`src/rtl/reg_file_pkg.sv`:
```
// Shared types and defaults for the register-file write path.
package reg_file_pkg;

    localparam int unsigned ADDR_WIDTH = 3;
    localparam int unsigned REG_WIDTH  = 32;
    localparam int unsigned NUM_REQ    = 4;

    // One register-file write: target register and the data to put there.
    typedef struct packed {
        logic [ADDR_WIDTH-1:0] addr;
        logic [REG_WIDTH-1:0]  val;
    } wr_req_t;

    // Round-robin increment that wraps at n-1, so indices >= n are never produced.
    function automatic int unsigned rr_wrap_inc(input int unsigned idx, input int unsigned n);
        return (idx >= n - 1) ? 0 : idx + 1;
    endfunction

endpackage

```
`src/rtl/rr_arbiter.sv`:
```
// Combinational round-robin arbiter: picks the first valid at or after ptr, wrapping at N.
module rr_arbiter #(
    parameter int unsigned N  = 4,
    parameter int unsigned GW = $clog2(N)
) (
    input  logic [N-1:0]  valid,
    input  logic [GW-1:0] ptr,
    output logic [N-1:0]  grant,
    output logic [GW-1:0] grant_idx
);

    // One extra bit so ptr + offset cannot overflow before the explicit wrap.
    localparam int unsigned KW = GW + 1;

    logic [KW-1:0] k;
    logic          found;

    // Scan ptr, ptr+1, ... modulo N and keep the first asserted request.
    always_comb begin
        grant     = '0;
        grant_idx = '0;
        found     = 1'b0;
        k         = '0;
        for (int unsigned i = 0; i < N; i++) begin
            k = {1'b0, ptr} + KW'(i);
            if (k >= KW'(N)) begin
                k = k - KW'(N);
            end
            if (!found && valid[k[GW-1:0]]) begin
                found              = 1'b1;
                grant[k[GW-1:0]]   = 1'b1;
                grant_idx          = k[GW-1:0];
            end
        end
    end

endmodule

```
`src/rtl/reg_file_wr_arbiter.sv`:
```
// Round-robin sharing of the single register-file write port among NUM_REQ requesters.
// NUM_REQ must be at least 2.
module reg_file_wr_arbiter #(
    parameter int unsigned ADDR_WIDTH = reg_file_pkg::ADDR_WIDTH,
    parameter int unsigned REG_WIDTH  = reg_file_pkg::REG_WIDTH,
    parameter int unsigned NUM_REQ    = reg_file_pkg::NUM_REQ,
    localparam int unsigned GID_W     = $clog2(NUM_REQ)
) (
    input  logic                          i_clk,
    input  logic                          i_rst_n,
    input  logic [NUM_REQ-1:0]            i_req_valid,
    input  logic [NUM_REQ*ADDR_WIDTH-1:0] i_req_addr,
    input  logic [NUM_REQ*REG_WIDTH-1:0]  i_req_val,
    output logic [NUM_REQ-1:0]            o_req_ready,
    output logic [ADDR_WIDTH-1:0]         o_reg_addr_w,
    output logic [REG_WIDTH-1:0]          o_reg_val_w,
    output logic                          o_write_en,
    output logic [GID_W-1:0]              o_grant_id
);

    import reg_file_pkg::*;

    logic [NUM_REQ-1:0]    grant;
    logic [GID_W-1:0]      grant_idx;
    logic [GID_W-1:0]      rr_ptr;
    logic [GID_W-1:0]      rr_next;
    logic                  accept;
    logic [ADDR_WIDTH-1:0] sel_addr;
    logic [REG_WIDTH-1:0]  sel_val;

    rr_arbiter #(
        .N  (NUM_REQ),
        .GW (GID_W)
    ) u_arb (
        .valid     (i_req_valid),
        .ptr       (rr_ptr),
        .grant     (grant),
        .grant_idx (grant_idx)
    );

    // Grant is only offered to valid requesters, and never while reset is held.
    assign o_req_ready = i_rst_n ? grant : '0;
    assign accept      = |grant;
    assign rr_next     = GID_W'(rr_wrap_inc(32'(grant_idx), NUM_REQ));

    // Route the granted requester's address and data to the output stage.
    always_comb begin
        sel_addr = '0;
        sel_val  = '0;
        for (int unsigned i = 0; i < NUM_REQ; i++) begin
            if (grant[i]) begin
                sel_addr = i_req_addr[i*ADDR_WIDTH +: ADDR_WIDTH];
                sel_val  = i_req_val[i*REG_WIDTH +: REG_WIDTH];
            end
        end
    end

    // Output stage and round-robin pointer; write enable pulses once per accepted request.
    always_ff @(posedge i_clk or negedge i_rst_n) begin
        if (!i_rst_n) begin
            o_write_en   <= 1'b0;
            o_reg_addr_w <= '0;
            o_reg_val_w  <= '0;
            o_grant_id   <= '0;
            rr_ptr       <= '0;
        end else if (accept) begin
            o_write_en   <= 1'b1;
            o_reg_addr_w <= sel_addr;
            o_reg_val_w  <= sel_val;
            o_grant_id   <= grant_idx;
            rr_ptr       <= rr_next;
        end else begin
            o_write_en   <= 1'b0;
        end
    end

    // At most one requester is granted at a time.
    a_ready_onehot: assert property (@(posedge i_clk) disable iff (!i_rst_n)
        $onehot0(o_req_ready));

    // A write on the port must come from a handshake on the previous edge.
    a_we_has_source: assert property (@(posedge i_clk) disable iff (!i_rst_n)
        o_write_en |-> $past(|(i_req_valid & o_req_ready)));

    // Requesters hold valid, addr and val until they are granted.
    for (genvar gi = 0; gi < NUM_REQ; gi++) begin : g_req_hold
        a_req_hold: assert property (@(posedge i_clk) disable iff (!i_rst_n)
            (i_req_valid[gi] && !o_req_ready[gi]) |=>
            (i_req_valid[gi]
             && $stable(i_req_addr[gi*ADDR_WIDTH +: ADDR_WIDTH])
             && $stable(i_req_val[gi*REG_WIDTH +: REG_WIDTH])));
    end

endmodule

```
`config.mk`:
```
export PLATFORM = sky130hd
export DESIGN_NAME = reg_file_wr_arbiter
export DESIGN_NICKNAME = d
export VERILOG_FILES = /design/src/rtl/reg_file_pkg.sv /design/src/rtl/rr_arbiter.sv /design/src/rtl/reg_file_wr_arbiter.sv
export SDC_FILE = /design/constraint.sdc
export NUM_CORES = 1
export LEC_CHECK = 0
export CELL_PAD_IN_SITES_DETAIL_PLACEMENT = 0
export CELL_PAD_IN_SITES_GLOBAL_PLACEMENT = 1
export CORE_MARGIN = 2
export CORE_UTILIZATION = 29
export CTS_BUF_LIST = sky130_fd_sc_hd__clkbuf_4 sky130_fd_sc_hd__clkbuf_8
export CTS_CLUSTER_SIZE = 25
export DETAILED_ROUTE_END_ITERATION = 6
export GPL_TIMING_DRIVEN = 0
export HOLD_SLACK_MARGIN = 0.03
export PLACE_DENSITY_LB_ADDON = 0.15
export SETUP_SLACK_MARGIN = 0.2
export SLEW_MARGIN = 40
export SYNTH_ARGS = -nofsm -noshare
export SYNTH_HDL_FRONTEND = slang
export SYNTH_HIERARCHICAL = 1
export SYNTH_SLANG_ARGS = --single-unit
```
`constraint.sdc`:
```
create_clock -name i_clk -period 7.01 [get_ports i_clk]
set_input_delay 1.402 -clock i_clk [delete_from_list [all_inputs] [get_ports i_clk]]
set_output_delay 1.402 -clock i_clk [all_outputs]
set_load 0.005 [all_outputs]
```
# Yosys cells after proc, flatten, opt, wreduce, memory -nomap -nowiden
# Index checks and enable logic that the tools add are counted.
[op_classes]
add_sub_neg = 8
order_cmp = 13
muxes = 42
bitwise_logic = 3
n_reduce_logical = 11
[op_table]
columns = ["operator", "count"]
rows = [
  ["two-way mux 32 bit", 4],
  ["two-way mux 4 bit", 5],
  ["two-way mux 2 bit", 9],
  ["less-than comparator 2 x 3 -> 1 bit (second input constant)", 4],
  ["two-way mux 1 bit", 12],
  ["two-way mux 3 bit", 4],
  ["OR 4 bit", 3],
  [">= comparator 3 bit (second input constant)", 3],
  ["binary-select mux 1 bit (select 2 bit)", 4],
  ["demux 1 bit (select 2 bit)", 4],
  [">= comparator 2 x 1 -> 1 bit (second input constant)", 4],
  ["subtractor 2 x 1 -> 2 bit (second input constant)", 4],
  ["logical AND 1 bit", 7],
  ["adder 2 x 2 -> 3 bit (second input constant)", 2],
  ["OR reduction 4 bit", 1],
  ["adder 2 x 1 -> 3 bit (second input constant)", 1],
  [">= comparator 2 x 3 -> 1 bit (second input constant)", 1],
  ["zero test 1 bit", 3],
  ["adder 2 x 1 -> 2 bit (second input constant)", 1],
  [">= comparator 2 bit (second input constant)", 1],
]
[totals]
register_bits = 40
out_inout_bits = 42

# Logic depth before layout (Yosys ltp)
[logic_depth]
ltp_word = 18
ltp_mapped = 13

# By module
# The synthesis kept the hierarchy.
[modules_own_cells]
columns = ["mod", "n_inst", "cells_per_inst", "area_per_inst_um2"]
rows = [
  ["reg_file_wr_arbiter", 1, 297, 2677.6],
  ["rr_arbiter", 1, 65, 489.2],
]

# Worst setup path before layout
# Ideal clock, no wire load.
[synth_path]
path_type = "in2out"
start = "input port i_req_valid[0]"
end = "output port o_req_ready[2]"
arrival_ns = 3.196
path_slack_ns = 2.412
stages = 8
cell_sequence = "clkbuf_2 -> mux4_2 -> or2_4 -> nor2b_4 -> a221o_2 -> buf_6 -> clkbuf_1 -> and2_1"
[synth_via]
elab_chain_len = 13
elab_cells_between_ends = 25
classes_between = "16 x mux; 3 x bitwise; 6 x reduce/logical"
[synth_lines]
columns = ["element", "line", "rtl"]
rows = [
  ["start, declared", "reg_file_wr_arbiter.sv:11", "input logic [NUM_REQ-1:0] i_req_valid,"],
  ["binary-select mux 1 bit (select 2 bit)", "rr_arbiter.sv:29", "if (!found && valid[k[GW-1:0]]) begin"],
  ["two-way mux 1 bit (not written as such)", "rr_arbiter.sv:29", ""],
  ["two-way mux 1 bit", "rr_arbiter.sv:29", ""],
  ["zero test 1 bit", "rr_arbiter.sv:29", ""],
  ["logical AND 1 bit", "rr_arbiter.sv:29", ""],
  ["two-way mux 1 bit", "rr_arbiter.sv:29", ""],
  ["zero test 1 bit", "rr_arbiter.sv:29", ""],
  ["logical AND 1 bit", "rr_arbiter.sv:29", ""],
  ["two-way mux 1 bit", "rr_arbiter.sv:29", ""],
  ["zero test 1 bit", "rr_arbiter.sv:29", ""],
  ["logical AND 1 bit", "rr_arbiter.sv:29", ""],
  ["two-way mux 4 bit (*)", "rr_arbiter.sv:29", ""],
  ["via grant[2]", "reg_file_wr_arbiter.sv:23", "logic [NUM_REQ-1:0] grant;"],
  ["two-way mux 4 bit (*)", "reg_file_wr_arbiter.sv:42", "assign o_req_ready = i_rst_n ? grant : '0;"],
  ["end, declared", "reg_file_wr_arbiter.sv:14", "output logic [NUM_REQ-1:0] o_req_ready,"],
]
# Mark *: on every way through the listed nets, which the timed path passes. The rest lies on a longest branch. The select of a mux whose other input is x is not followed.

# Worst setup path after layout
[layout_path]
start = "input port i_req_valid[1]"
end = "output port o_req_ready[3]"
# The elaborated chain is that of the path after synthesis.

==> flow_summary.yaml <==
run_status:
  outcome: "finished, final reports clean"
sta:
  rsz0062_at_grt: "false"
  finClkSkew_ps: 7.736
  period_minus_slack_ps: 5987
  fmax_mhz: 167.0
  drv_slew: 0
  tightest_slew_ps: 744.5
  finalSetupTns_ps: 0
  setup_viol: 0
  fin_crit_sh: 0.8540
  maxSlewHeadroom: 0.4994
  hold_viol_final: 0
clock_tree:
  cts_sinks: 40
  post-cts-setup-buffers: 0
  cts_hold_buf: 0
  ctsResizeCount: 0
  h-tree-depth: 2
  cts_buffers: 5
  clkLatencyLatePin_ps: 300
  clockRootBuffer: "clkbuf_8"
  clk_path_buf_depth: 2
  cts_tree: "built"
  clkSlewWorstSetupHoldPaths_ps: 70
logic_synthesis:
  syn_nets: 514
  async_flop_share: 1.000
  syn_area_per_cell_um2: 8.748
  synthDominantCellAreaShare: 0.3161
  synth_cells: 362
  synth_top_area_cell: "dfrtp_1"
  synth.area.top_cells: "dfrtp_1, a211oi_1, a21o_1"
  synth_edf_count: 0
  syn_area_um2: 3167
  yosysWarnings: 6
  synth_seq_cells: 40
  ys.flop_type: "dfrtp_1"
  ys_types: 42
  ys_seq_area_frac: 0.3161
route:
  ant_nets: 0
  vias_per_cell: 4.922
  wl_um: 11600
  drt-pass1-iter-count: 4
  vias: 3426
  drc: 0
  post_drt_wl_per_cell_um: 16.67
  drt_iter0_drc: 174
grt:
  grt_pass1_wl_um: 18170
  grt_antenna_before_repair: 0
  grt_max_degree: 40
  grt_pass1_vias: 3484
  gr-total-overflow: 0
  grt_usage: 0.1995
critical_path:
  crit_path_max_incr_delay_ps: 630
  crit_top_cell: "clkdlybuf4s50_1"
  crit_type: "primary input to primary output"
  path_max_fanout: 10
  crit_path_top_delay_cell: "o31ai_1"
  path_cells: "clkdlybuf4s50_1 > clkbuf_2 > nor3b_1 > o21ai_0 > o31ai_1 > a221o_2 > buf_2 > clkbuf_1 > and2_1 > clkdlybuf4s50_1"
  worst_ep_arrival_time_ps: 4580
  crit_required_ps: 5610
  endpoint_kind: "primary output"
  cp-start-kind: "primary input"
placement:
  gp_congestion: 0.7906
  io_buffer_count: 185
  dp_hpwl_um: 8818
floorplanning:
  rows: 38
  initial_core_util: 0.2947
  design.core.area_um2: 10750
  fp.dieArea_um2: 11770
  die_h_um: 108.5
  io_pins: 188
  fp.dieW_um: 108.5
layout:
  final_nets: 707
  antennaDiodeCount: 0
  mostFrequentLayoutCell: "clkdlybuf4s50_1"
  mostFrequentLayoutCells: "clkdlybuf4s50_1, nand2_1, dfrtp_1"
  layout-drive-gt1-share: 0.1205
  syn_to_final_growth_pct: 67.64
run:
  cap_violations: 0
hold_path:
  worst_hold_path_type: "flop to flop"
power:
  p_leak_nw: 2.381
  power_density_nw_per_um2: 500.2
  p_total_mw: 2.655
  ir_drop_uv: 176.6
## routing by layer
metal  vias to the layer above  track usage  share of wire
met5                         -            0              0
met4                         0      0.05586          0.015
met3                         9      0.04400          0.073
met2                       119       0.3299           0.47
met1                      1612       0.2618           0.44
li1                       1686            -              -
## cell type report
cell class	instances	area [µm²]
Tap cell	140	175.2
Inverter	5	18.77
Timing Repair Buffer	186	1869
Buffer	34	197.7
Sequential cell	40	1001
Fill cell	1095	5436
Clock buffer	8	97.59
Multi-Input combinational cell	283	1949
## worst max-delay path: cells and delay by family
kind                   cells  cell delay, ps
AO/OA/AOI/OAI              3            1000
buffers and inverters      5            1780
AND/OR/NAND/NOR            2             390
## stage by stage
stage / setup slack (ps) / utilization / instance area [µm²] / hold WS (ps) / std cells
finish: 1023 / 0.4941 / 5309 / 473.9 / 696
global route: 792.4 / 0.4941 / 5309 / 510.7 / 696
global placement: 1077 / 0.4833 / 5194 / 452.4 / 687
detailed placement: 1053 / 0.4850 / 5211 / 462.5 / 688
floorplan: 2412 / - / 3167 / 462.8 / 362
CTS: 1042 / 0.4941 / 5309 / 481.0 / 696
## power breakdown
group,switching (mW),internal [mW],total [mW]
Combinational,1.02,1.01,2.04
Sequential,0.0653,0.380,0.446
Clock,0.0855,0.0882,0.174
## registers in the layout, summed over array words and instances, names as in the netlist
| signal | count |
|---|---|
| o_grant_id | 2 |
| o_reg_addr_w | 3 |
| o_reg_val_w | 32 |
| o_write_en | 1 |
| rr_ptr | 2 |
## kinds of logic after synthesis
group                    share of synthesized area
buffers and inverters                      0.06835
adder cells (fa/ha/maj)                    0.02371
flip-flops                                  0.3161
multiplexers                               0.02766
AO/OA/AOI/OAI                               0.2746
AND/OR/NAND/NOR                             0.2896
## synthesized netlist by cell type (all sizes together) (4+ instances only)
cell type / n
nand2: 54
a21o: 34
nor2b: 35
and2: 4
inv: 5
o21ai: 42
a21oi: 4
buf: 16
a211oi: 35
a221o: 5
ha: 6
clkbuf: 18
dfrtp: 40
and3b: 36
nor2: 4
## final timing paths
path / cells past startpoint / slack, ps / from / to
min in group asynchronous: 1 / 890 / i_rst_n / o_reg_val_w[29]$_DFFE_PN0P_
max in group asynchronous: 2 / 5700 / i_rst_n / o_reg_val_w[4]$_DFFE_PN0P_
hold reg to reg: 2 / 470 / o_grant_id[1]$_DFFE_PN0P_ / o_grant_id[1]$_DFFE_PN0P_
setup / recovery: 10 / 1020 / i_req_valid[1] / o_req_ready[3]
hold / removal: 2 / 470 / o_grant_id[1]$_DFFE_PN0P_ / o_grant_id[1]$_DFFE_PN0P_
setup reg to reg: 12 / 3360 / rr_ptr[0]$_DFFE_PN0P_ / o_reg_val_w[17]$_DFFE_PN0P_
(Power assumes the default switching activity.)
